--- src/rtl/aexm_dcache_resp.sv ---
// ---------------------------------------------------------------------------
// aexm_dcache_resp
//
// Cache-side responder for the core's data precycle interface.
// Direct-mapped, one 32-bit word per line, write-through, no-write-allocate.
// Read hits are answered with zero stall. Read misses are filled over a
// req/ack memory port. Writes always go to memory, and a line that is
// already resident is updated as well.
//
// Ports:
//   sys_clk_i                    clock, rising edge
//   sys_rst_i                    synchronous reset, active low
//   aexm_dcache_precycle_addr    byte address of the next data phase
//   aexm_dcache_precycle_enable  request presented this cycle
//   aexm_dcache_precycle_we      request is a write
//   aexm_dcache_force_miss       treat a read as a miss
//   aexm_dcache_datao            write data, sampled in the data phase
//   aexm_dcache_datai            read data, valid when cache_busy = 0
//   aexm_dcache_cache_busy       stall for the core's data phase
//   mem_req/mem_we/mem_addr/mem_wdata  memory request, held until mem_ack
//   mem_rdata/mem_ack            memory response, ack is a one-cycle pulse
// ---------------------------------------------------------------------------
module aexm_dcache_resp #(
  parameter int IDX_W = 6,
  parameter int AW    = 32
) (
  input  logic          sys_clk_i,
  input  logic          sys_rst_i,
  input  logic [31:0]   aexm_dcache_precycle_addr,
  input  logic          aexm_dcache_precycle_enable,
  input  logic          aexm_dcache_precycle_we,
  input  logic          aexm_dcache_force_miss,
  input  logic [31:0]   aexm_dcache_datao,
  output logic [31:0]   aexm_dcache_datai,
  output logic          aexm_dcache_cache_busy,
  output logic          mem_req,
  output logic          mem_we,
  output logic [AW-1:0] mem_addr,
  output logic [31:0]   mem_wdata,
  input  logic [31:0]   mem_rdata,
  input  logic          mem_ack
);

  localparam int LINES = 1 << IDX_W;
  localparam int TAG_W = AW - IDX_W - 2;

  typedef enum logic [1:0] {
    ST_IDLE  = 2'd0,
    ST_FILL  = 2'd1,
    ST_WRITE = 2'd2,
    ST_DONE  = 2'd3
  } state_e;

  // Control and request registers
  state_e           state_q;
  logic             req_v_q;
  logic [AW-1:2]    req_addr_q;
  logic             req_we_q;
  logic             req_fm_q;
  logic [31:0]      wbuf_q;
  logic [31:0]      rdata_q;
  logic             mem_req_q;
  logic             mem_we_q;
  logic [AW-1:0]    mem_addr_q;
  logic [LINES-1:0] valid_q;

  // Storage arrays; these are deliberately not reset (valid_q guards them)
  logic [TAG_W-1:0] tag_q  [LINES];
  logic [31:0]      data_q [LINES];

  // Decoded request fields
  logic [IDX_W-1:0] idx_s;
  logic [TAG_W-1:0] tag_s;
  logic             line_match_s;
  logic             rd_hit_s;
  logic             busy_s;
  logic [31:0]      datai_s;

  // Array write port
  logic             arr_we_s;
  logic             arr_tag_we_s;
  logic [31:0]      arr_wdata_s;

  // Byte-offset bits carry no information for a word-only cache
  logic             unused_addr_s;
  assign unused_addr_s = ^aexm_dcache_precycle_addr[1:0];

  assign idx_s = req_addr_q[IDX_W+1:2];
  assign tag_s = req_addr_q[AW-1:IDX_W+2];

  // Hit detection. Writes update a resident line regardless of force_miss,
  // so the cached copy never goes stale behind a write-through.
  always_comb begin
    line_match_s = valid_q[idx_s] && (tag_q[idx_s] == tag_s);
    rd_hit_s     = req_v_q && !req_we_q && !req_fm_q && line_match_s;
  end

  // Stall and read-data outputs, derived only from registered state and array reads
  always_comb begin
    busy_s  = 1'b0;
    datai_s = rdata_q;
    case (state_q)
      ST_IDLE: begin
        busy_s = req_v_q && !rd_hit_s;
        if (rd_hit_s) begin
          datai_s = data_q[idx_s];
        end else begin
          datai_s = rdata_q;
        end
      end
      ST_FILL:  busy_s = 1'b1;
      ST_WRITE: busy_s = 1'b1;
      ST_DONE:  busy_s = 1'b0;
      default:  busy_s = 1'b0;
    endcase
  end

  assign aexm_dcache_cache_busy = busy_s;
  assign aexm_dcache_datai      = datai_s;
  assign mem_req                = mem_req_q;
  assign mem_we                 = mem_we_q;
  assign mem_addr               = mem_addr_q;
  assign mem_wdata              = wbuf_q;

  // Array write selection: a write hit in the data phase, or fill completion
  always_comb begin
    arr_we_s     = 1'b0;
    arr_tag_we_s = 1'b0;
    arr_wdata_s  = aexm_dcache_datao;
    if (!sys_rst_i) begin
      arr_we_s = 1'b0;
    end else if ((state_q == ST_FILL) && mem_ack) begin
      arr_we_s     = 1'b1;
      arr_tag_we_s = 1'b1;
      arr_wdata_s  = mem_rdata;
    end else if ((state_q == ST_IDLE) && req_v_q && req_we_q && line_match_s) begin
      arr_we_s = 1'b1;
    end else begin
      arr_we_s = 1'b0;
    end
  end

  // Tag and data array storage
  always_ff @(posedge sys_clk_i) begin
    if (arr_we_s) begin
      data_q[idx_s] <= arr_wdata_s;
      if (arr_tag_we_s) begin
        tag_q[idx_s] <= tag_s;
      end
    end
  end

  // Main controller: request capture, FSM, valid bits and memory port
  always_ff @(posedge sys_clk_i) begin
    if (!sys_rst_i) begin
      state_q    <= ST_IDLE;
      req_v_q    <= 1'b0;
      req_addr_q <= {(AW-2){1'b0}};
      req_we_q   <= 1'b0;
      req_fm_q   <= 1'b0;
      wbuf_q     <= 32'h0000_0000;
      rdata_q    <= 32'h0000_0000;
      mem_req_q  <= 1'b0;
      mem_we_q   <= 1'b0;
      mem_addr_q <= {AW{1'b0}};
      valid_q    <= {LINES{1'b0}};
    end else begin
      // A new precycle is only taken when the core is not stalled; an enable
      // during a stall is a protocol violation and is dropped.
      if (!busy_s) begin
        req_v_q <= aexm_dcache_precycle_enable;
        if (aexm_dcache_precycle_enable) begin
          req_addr_q <= aexm_dcache_precycle_addr[AW-1:2];
          req_we_q   <= aexm_dcache_precycle_we;
          req_fm_q   <= aexm_dcache_force_miss;
        end
      end

      case (state_q)
        ST_IDLE: begin
          if (req_v_q) begin
            if (req_we_q) begin
              wbuf_q     <= aexm_dcache_datao;
              mem_req_q  <= 1'b1;
              mem_we_q   <= 1'b1;
              mem_addr_q <= {req_addr_q, 2'b00};
              state_q    <= ST_WRITE;
            end else if (rd_hit_s) begin
              // Remember the hit data so datai holds it across later writes
              rdata_q <= data_q[idx_s];
            end else begin
              mem_req_q  <= 1'b1;
              mem_we_q   <= 1'b0;
              mem_addr_q <= {req_addr_q, 2'b00};
              state_q    <= ST_FILL;
            end
          end
        end
        ST_FILL: begin
          if (mem_ack) begin
            valid_q[idx_s] <= 1'b1;
            rdata_q        <= mem_rdata;
            mem_req_q      <= 1'b0;
            state_q        <= ST_DONE;
          end
        end
        ST_WRITE: begin
          if (mem_ack) begin
            mem_req_q <= 1'b0;
            mem_we_q  <= 1'b0;
            state_q   <= ST_DONE;
          end
        end
        ST_DONE: begin
          // Any enable seen here was already captured above; req_v_q
          // carries it into IDLE.
          state_q <= ST_IDLE;
        end
        default: begin
          state_q <= ST_IDLE;
        end
      endcase
    end
  end

endmodule

--- config.mk ---
export PLATFORM = sky130hd
export DESIGN_NAME = aexm_dcache_resp
export DESIGN_NICKNAME = d
export VERILOG_FILES = /design/src/rtl/aexm_dcache_resp.sv
export SDC_FILE = /design/constraint.sdc
export NUM_CORES = 2
export LEC_CHECK = 0
export BUFFER_PORTS_ARGS = -buffer_cell sky130_fd_sc_hd__buf_2
export CAP_MARGIN = 10
export CORE_UTILIZATION = 30
export DETAILED_ROUTE_END_ITERATION = 8
export PLACE_DENSITY = 0.55
export SETUP_SLACK_MARGIN = 0.02
export SKIP_LAST_GASP = 1
export SLEW_MARGIN = 20
export SYNTH_ARGS = -nofsm -noshare
export SYNTH_HDL_FRONTEND = slang
export SYNTH_SLANG_ARGS = --single-unit
export TNS_END_PERCENT = 10
--- constraint.sdc ---
create_clock -name sys_clk_i -period 8.5 [get_ports sys_clk_i]
set_input_delay 1.275 -clock sys_clk_i [delete_from_list [all_inputs] [get_ports sys_clk_i]]
set_output_delay 1.275 -clock sys_clk_i [all_outputs]
set_load 0.02 [all_outputs]
### Word level (Yosys, flattened, before mapping)

Memories as Yosys holds them, arrays and structs flattened. A register that Yosys moved wholly into a read port is not among the register bits.
Index checks and enable logic that the tools add are counted.

| storage, ports and cells | value |
|---|---|
| memory bits (writable) | 3,584 |
| word-level logic and storage cells | 97 |
| memories | 2 |
| input bits | 102 |
| flip-flop bits (word level) | 197 |

Memories:

| memory | depth | width | read ports | clocked after memory_dff | wr ports | line | text |
|---|---|---|---|---|---|---|---|
| data_q | 64 | 32 | 1 | 1 | 1 | 69 | `logic [31:0] data_q [LINES];` |
| tag_q | 64 | 24 | 1 | 1 | 1 | 68 | `logic [TAG_W-1:0] tag_q [LINES];` |

| cells by class | value |
|---|---|
| reductions and logical operators | 26 |
| bitwise logic cells | 2 |
| equal/unequal tests | 11 |
| order comparisons | 2 |
| mux-type cells | 43 |

Operator list:

| cell | count |
|---|---|
| two-way mux 32 bit | 9 |
| bitwise OR 64 bit | 1 |
| one-hot mux 32 bit (2 select lines) | 1 |
| equality test 24 bit | 1 |
| two-way mux 6 bit | 4 |
| two-way mux 1 bit | 19 |
| AND reduction 4 bit | 3 |
| logical AND 1 bit | 10 |
| inequality test 2 bit, second input constant | 5 |
| AND reduction 3 bit | 3 |
| two-way mux 2 bit | 4 |
| less-than comparator 6 x 7 -> 1 bit, second input constant | 1 |
| binary-select mux 1 bit (select 6 bit) | 1 |
| demux 1 bit (select 6 bit) | 1 |
| greater-or-equal comparator 6 x 1 -> 1 bit, second input constant | 1 |
| one-hot mux 2 bit (3 select lines) | 1 |
| nonzero test 2 bit | 3 |
| equality test 2 bit, second input constant | 2 |
| one-hot mux 1 bit (2 select lines) | 2 |
| AND reduction 2 bit | 2 |
| logical NOT 1 bit | 3 |
| inequality test 3 bit, second input constant | 1 |
| one-hot mux 1 bit (3 select lines) | 1 |
| equality test 2 x 1 -> 1 bit, second input constant | 1 |
| other kinds (4) | 4 |

### Depth between registers and ports, before layout

| depth | value |
|---|---|
| word-level depth | 11 |
| depth in mapped cells | 19 |
| gate-level depth less buffers | 11 |

### Least setup slack after synthesis

OpenSTA, ideal clock, no wires.

| timing | value |
|---|---|
| kind | flip-flop to flip-flop |
| start | reg with a tool-made name |
| end | mem data_q[55][0], enable pin |
| slack | 1.523 ns |
| required time | 7.997 ns |
| arrival | 6.474 ns |
| library setup time | 0.503 ns |
| stages on the path, launching flop included | 16 |
| clock period less this slack | 6.977 ns |
| path through | dfxtp_1 > buf_6 > buf_6 > buf_6 > buf_6 > mux4_2 > a32o_1 > a2111oi_0 > o211ai_1 > xor2_1 > nor3_2 > nand4b_1 > o31a_1 > buf_2 > buf_2 > nor4_1 |

RTL lines:

| element | line |
|---|---|
| end, declared | 69 |

==> metrics.md <==
| Metric | Value |
|---|---|
| Port bufs | `196` |
| GRT overflow | `0` |
| Hold slack final | `449 ps` |
| DRT Wirelength | `433 mm` |
| DIE HEIGHT | `700 um` |
| Final period utilization | `95.8%` |
| Ys async rst share | `0%` |
| Hold depth | `1` |
| Cell total after placement | `13300` |
| Clk_skew | `68.0 ps` |
| # IOs | `201` |
| Crit path capture type | `output pin` |
| Synth warn | `0` |
| Cts hold-fix bufs | `0` |
| Largest net degree at the start of global routing | `140` |
| Worst-case clock buffer depth | `4` |
| Antenna-violating nets left | `0` |
| Critical path class | `flop to output pin` |
| Max-slew headroom | `24.4%` |
| Status | `complete, no violations` |
| Finished Core Util | `35.0%` |
| Worst slew pin tran | `1130 ps` |
| Net count, final | `7358` |
| Starting Density | `30.1%` |
| Area of the multi-input gates | `0.0337 mm^2` |
| Fill cells | `44900` |
| FF-to-FF path depth | `13` |
| Syn Area/Cell | `21.6 um^2` |
| Core area | `0.486 mm^2` |
| Via count | `74400` |
| Overall power | `44.0 mW` |
| Setup ws final | `357 ps` |
| Data arrival, critical path | `6870 ps` |
| Die Wd | `700 um` |
| Register clock-pin slew on the reported worst setup and hold paths | `60 ps` |
| Synth Cell Area | `0.146 mm^2` |
| Commonest non-fill, non-tap cells in the layout | `3584 x edfxtp_1, 947 x mux4_2, 381 x clkbuf_16` |
| Non-filler instance count after layout | `14000` |
| CTS tree | `yes` |
| RD Place Congestion | `0.813` |
| Critical-path maximum fanout | `32` |
| Clk sinks | `3785` |
| Final setup TNS | `0 ps` |
| Hold Vio Cnt, Final | `0` |
| Leakage power | `52.6 nW` |
| Worst R2R Setup Slack | `1390 ps` |
| FP Rows | `256` |
| Clk_lat worst skew | `950 ps` |
| DRC | `0` |
| Synth-to-Final Area Change | `16.3%` |
| Number of CTS-inserted buffers | `373` |
| Sequential element share of the synthesized area | `76.4%` |
| WP data required | `7220 ps` |
| Worst Setup Start Kind | `flop` |
| Vias in the first global route | `74100` |
| Min Clock Period, post-route | `8140 ps` |
| Root Driver | `clkbuf_16` |
| Post-CTS setup buffer count | `0` |
| Max Cap Viol | `0` |
| Fin area | `0.170 mm^2` |
| R2R Path End | `data_q[8][29]$_DFFE_PP_` |
| Final setup vio count | `0` |
| # resized after CTS | `0` |
| GR Util All Layers | `17.2%` |
| Unique masters post-synth | `81` |
| Max Clock Freq | `123 MHz` |
| Iter 0 DRT Violations | `9732` |
| Synth Flop Type | `edfxtp_1` |
| WHS Endpoint | `valid_q[2]$_SDFFE_PN0P_` |
| Drt wl/cell | `30.9 um` |
| Cell Area, Placed | `0.158 mm^2` |
| RSZ-0062 raised after global routing | `false` |
| Initial antenna violation count | `25` |
| Power Density | `259 mW/mm^2` |
| Setup WS pre-CTS | `1390 ps` |
| Gate Count Post-Synth | `6777` |
| Reg area | `0.112 mm^2` |
| DR pass1 iterations | `5` |
| Min-delay src | `valid_q[2]$_SDFFE_PN0P_` |
| Htree depth | `5` |
| Wire length of the first global-routing pass | `598 mm` |
| Flops & latches, synth | `3785` |
| Via density | `5.31` |
| Dpl hpwl | `239 mm` |
| Die area | `0.490 mm^2` |
| Most common cell after layout, fill and taps aside | `edfxtp_1` |
| Number of synthesized flops with an enable pin | `3584` |
| Worst min-delay path class | `flop to flop` |
| Layout cells sized above 1 | `30.1%` |
| Pins Over Slew Limit | `0` |
| Max VDD drop | `0.168 mV` |
-- power breakdown --
part           leakage (nW)  internal (mW)  switching, mW
clock network          5.91           9.45           7.12
logic                  12.5           2.33           3.80
registers              34.2           21.0          0.248
-- kinds of logic (layout without fill, tap and decap cells) --
group                      count (synthesis)  after routing  synth area share [%]
buffers and inverters                    424           1200                  1.38
DFF                                     3785           3785                  76.4
adders and majority gates                  3              3                0.0257
muxes                                   1349           1349                  17.4
other                                      1             11               0.00257
xor gates and xnor gates                  18             18                 0.108
AOI/OAI and AO/OA                        476            476                  2.37
and+or+nand+nor                          721            721                  2.35
-- worst max-delay path: stages, from the launching register on --
cell	delay, ps
dfxtp_4	910
buf_4	520
nor2b_2	360
buf_4	410
a22oi_1	180
nand3_1	230
nand4_1	180
or3_1	340
a222oi_1	810
and4b_1	560
nand3_2	160
nor2_4	240
buf_4	390
mux2_2	400
buf_2	160
-- cell usage after synthesis (28+ instances only) --
cell type     n  area share, %
a22oi_1     147           0.75
edfxtp_1   3584             74
mux4_2      947             15
nand3_1      76           0.26
nor4_1       29           0.12
mux2i_1     346            2.4
buf_2       138           0.47
nand2_1     255           0.65
nor2b_1      28           0.12
dfxtp_1     201            2.8
nor2_1      194           0.50
a21o_1       63           0.32
o2bb2ai_1    33           0.20
a21oi_1      62           0.21
clkbuf_1    202           0.52
mux2_2       53           0.41
o21ai_0      30           0.10
-- final cells by class --
| type | instances | share of cell area, % |
|---|---|---|
| Sequential cell | 3785 | 65.7 |
| Tap cell | 6450 | 4.75 |
| Clock buffer | 466 | 5.89 |
| Antenna cell | 9 | 0.0132 |
| Clock inverter | 210 | 1.22 |
| Multi-Input combinational cell | 2569 | 19.8 |
| Timing Repair Buffer | 509 | 2.55 |
| Inverter | 15 | 0.0434 |
-- layer usage --
layer  share of wire (%)  track usage [%]  vias up
li1                    -                -    29400
met1                  41             24.2    40900
met2                  47             27.4     3474
met3                 8.6             3.08      625
met4                 3.2             5.12        6
met5              0.0099                0        -
-- flip-flops by register name (all words and copies together) (netlist names), 2 cells and up, named ones only --
register and cells:
data_q 2048, mem_addr 30, mem_wdata 32, rdata_q 32, req_addr_q 30, state_q 2, tag_q 1536, valid_q 64
-- worst max-delay path by stage --
stage	endpoint	from	cells past startpoint
3_3_place_gp	aexm_dcache_datai[21]	flop	15
2_1_floorplan	data_q[55][0]$_DFFE_PP_	flop	15
5_1_grt	aexm_dcache_datai[27]	flop	14
3_5_place_dp	aexm_dcache_datai[15]	flop	14
4_1_cts	aexm_dcache_datai[15]	flop	14
6_report	aexm_dcache_datai[15]	flop	14
(Power assumes the default switching activity.)
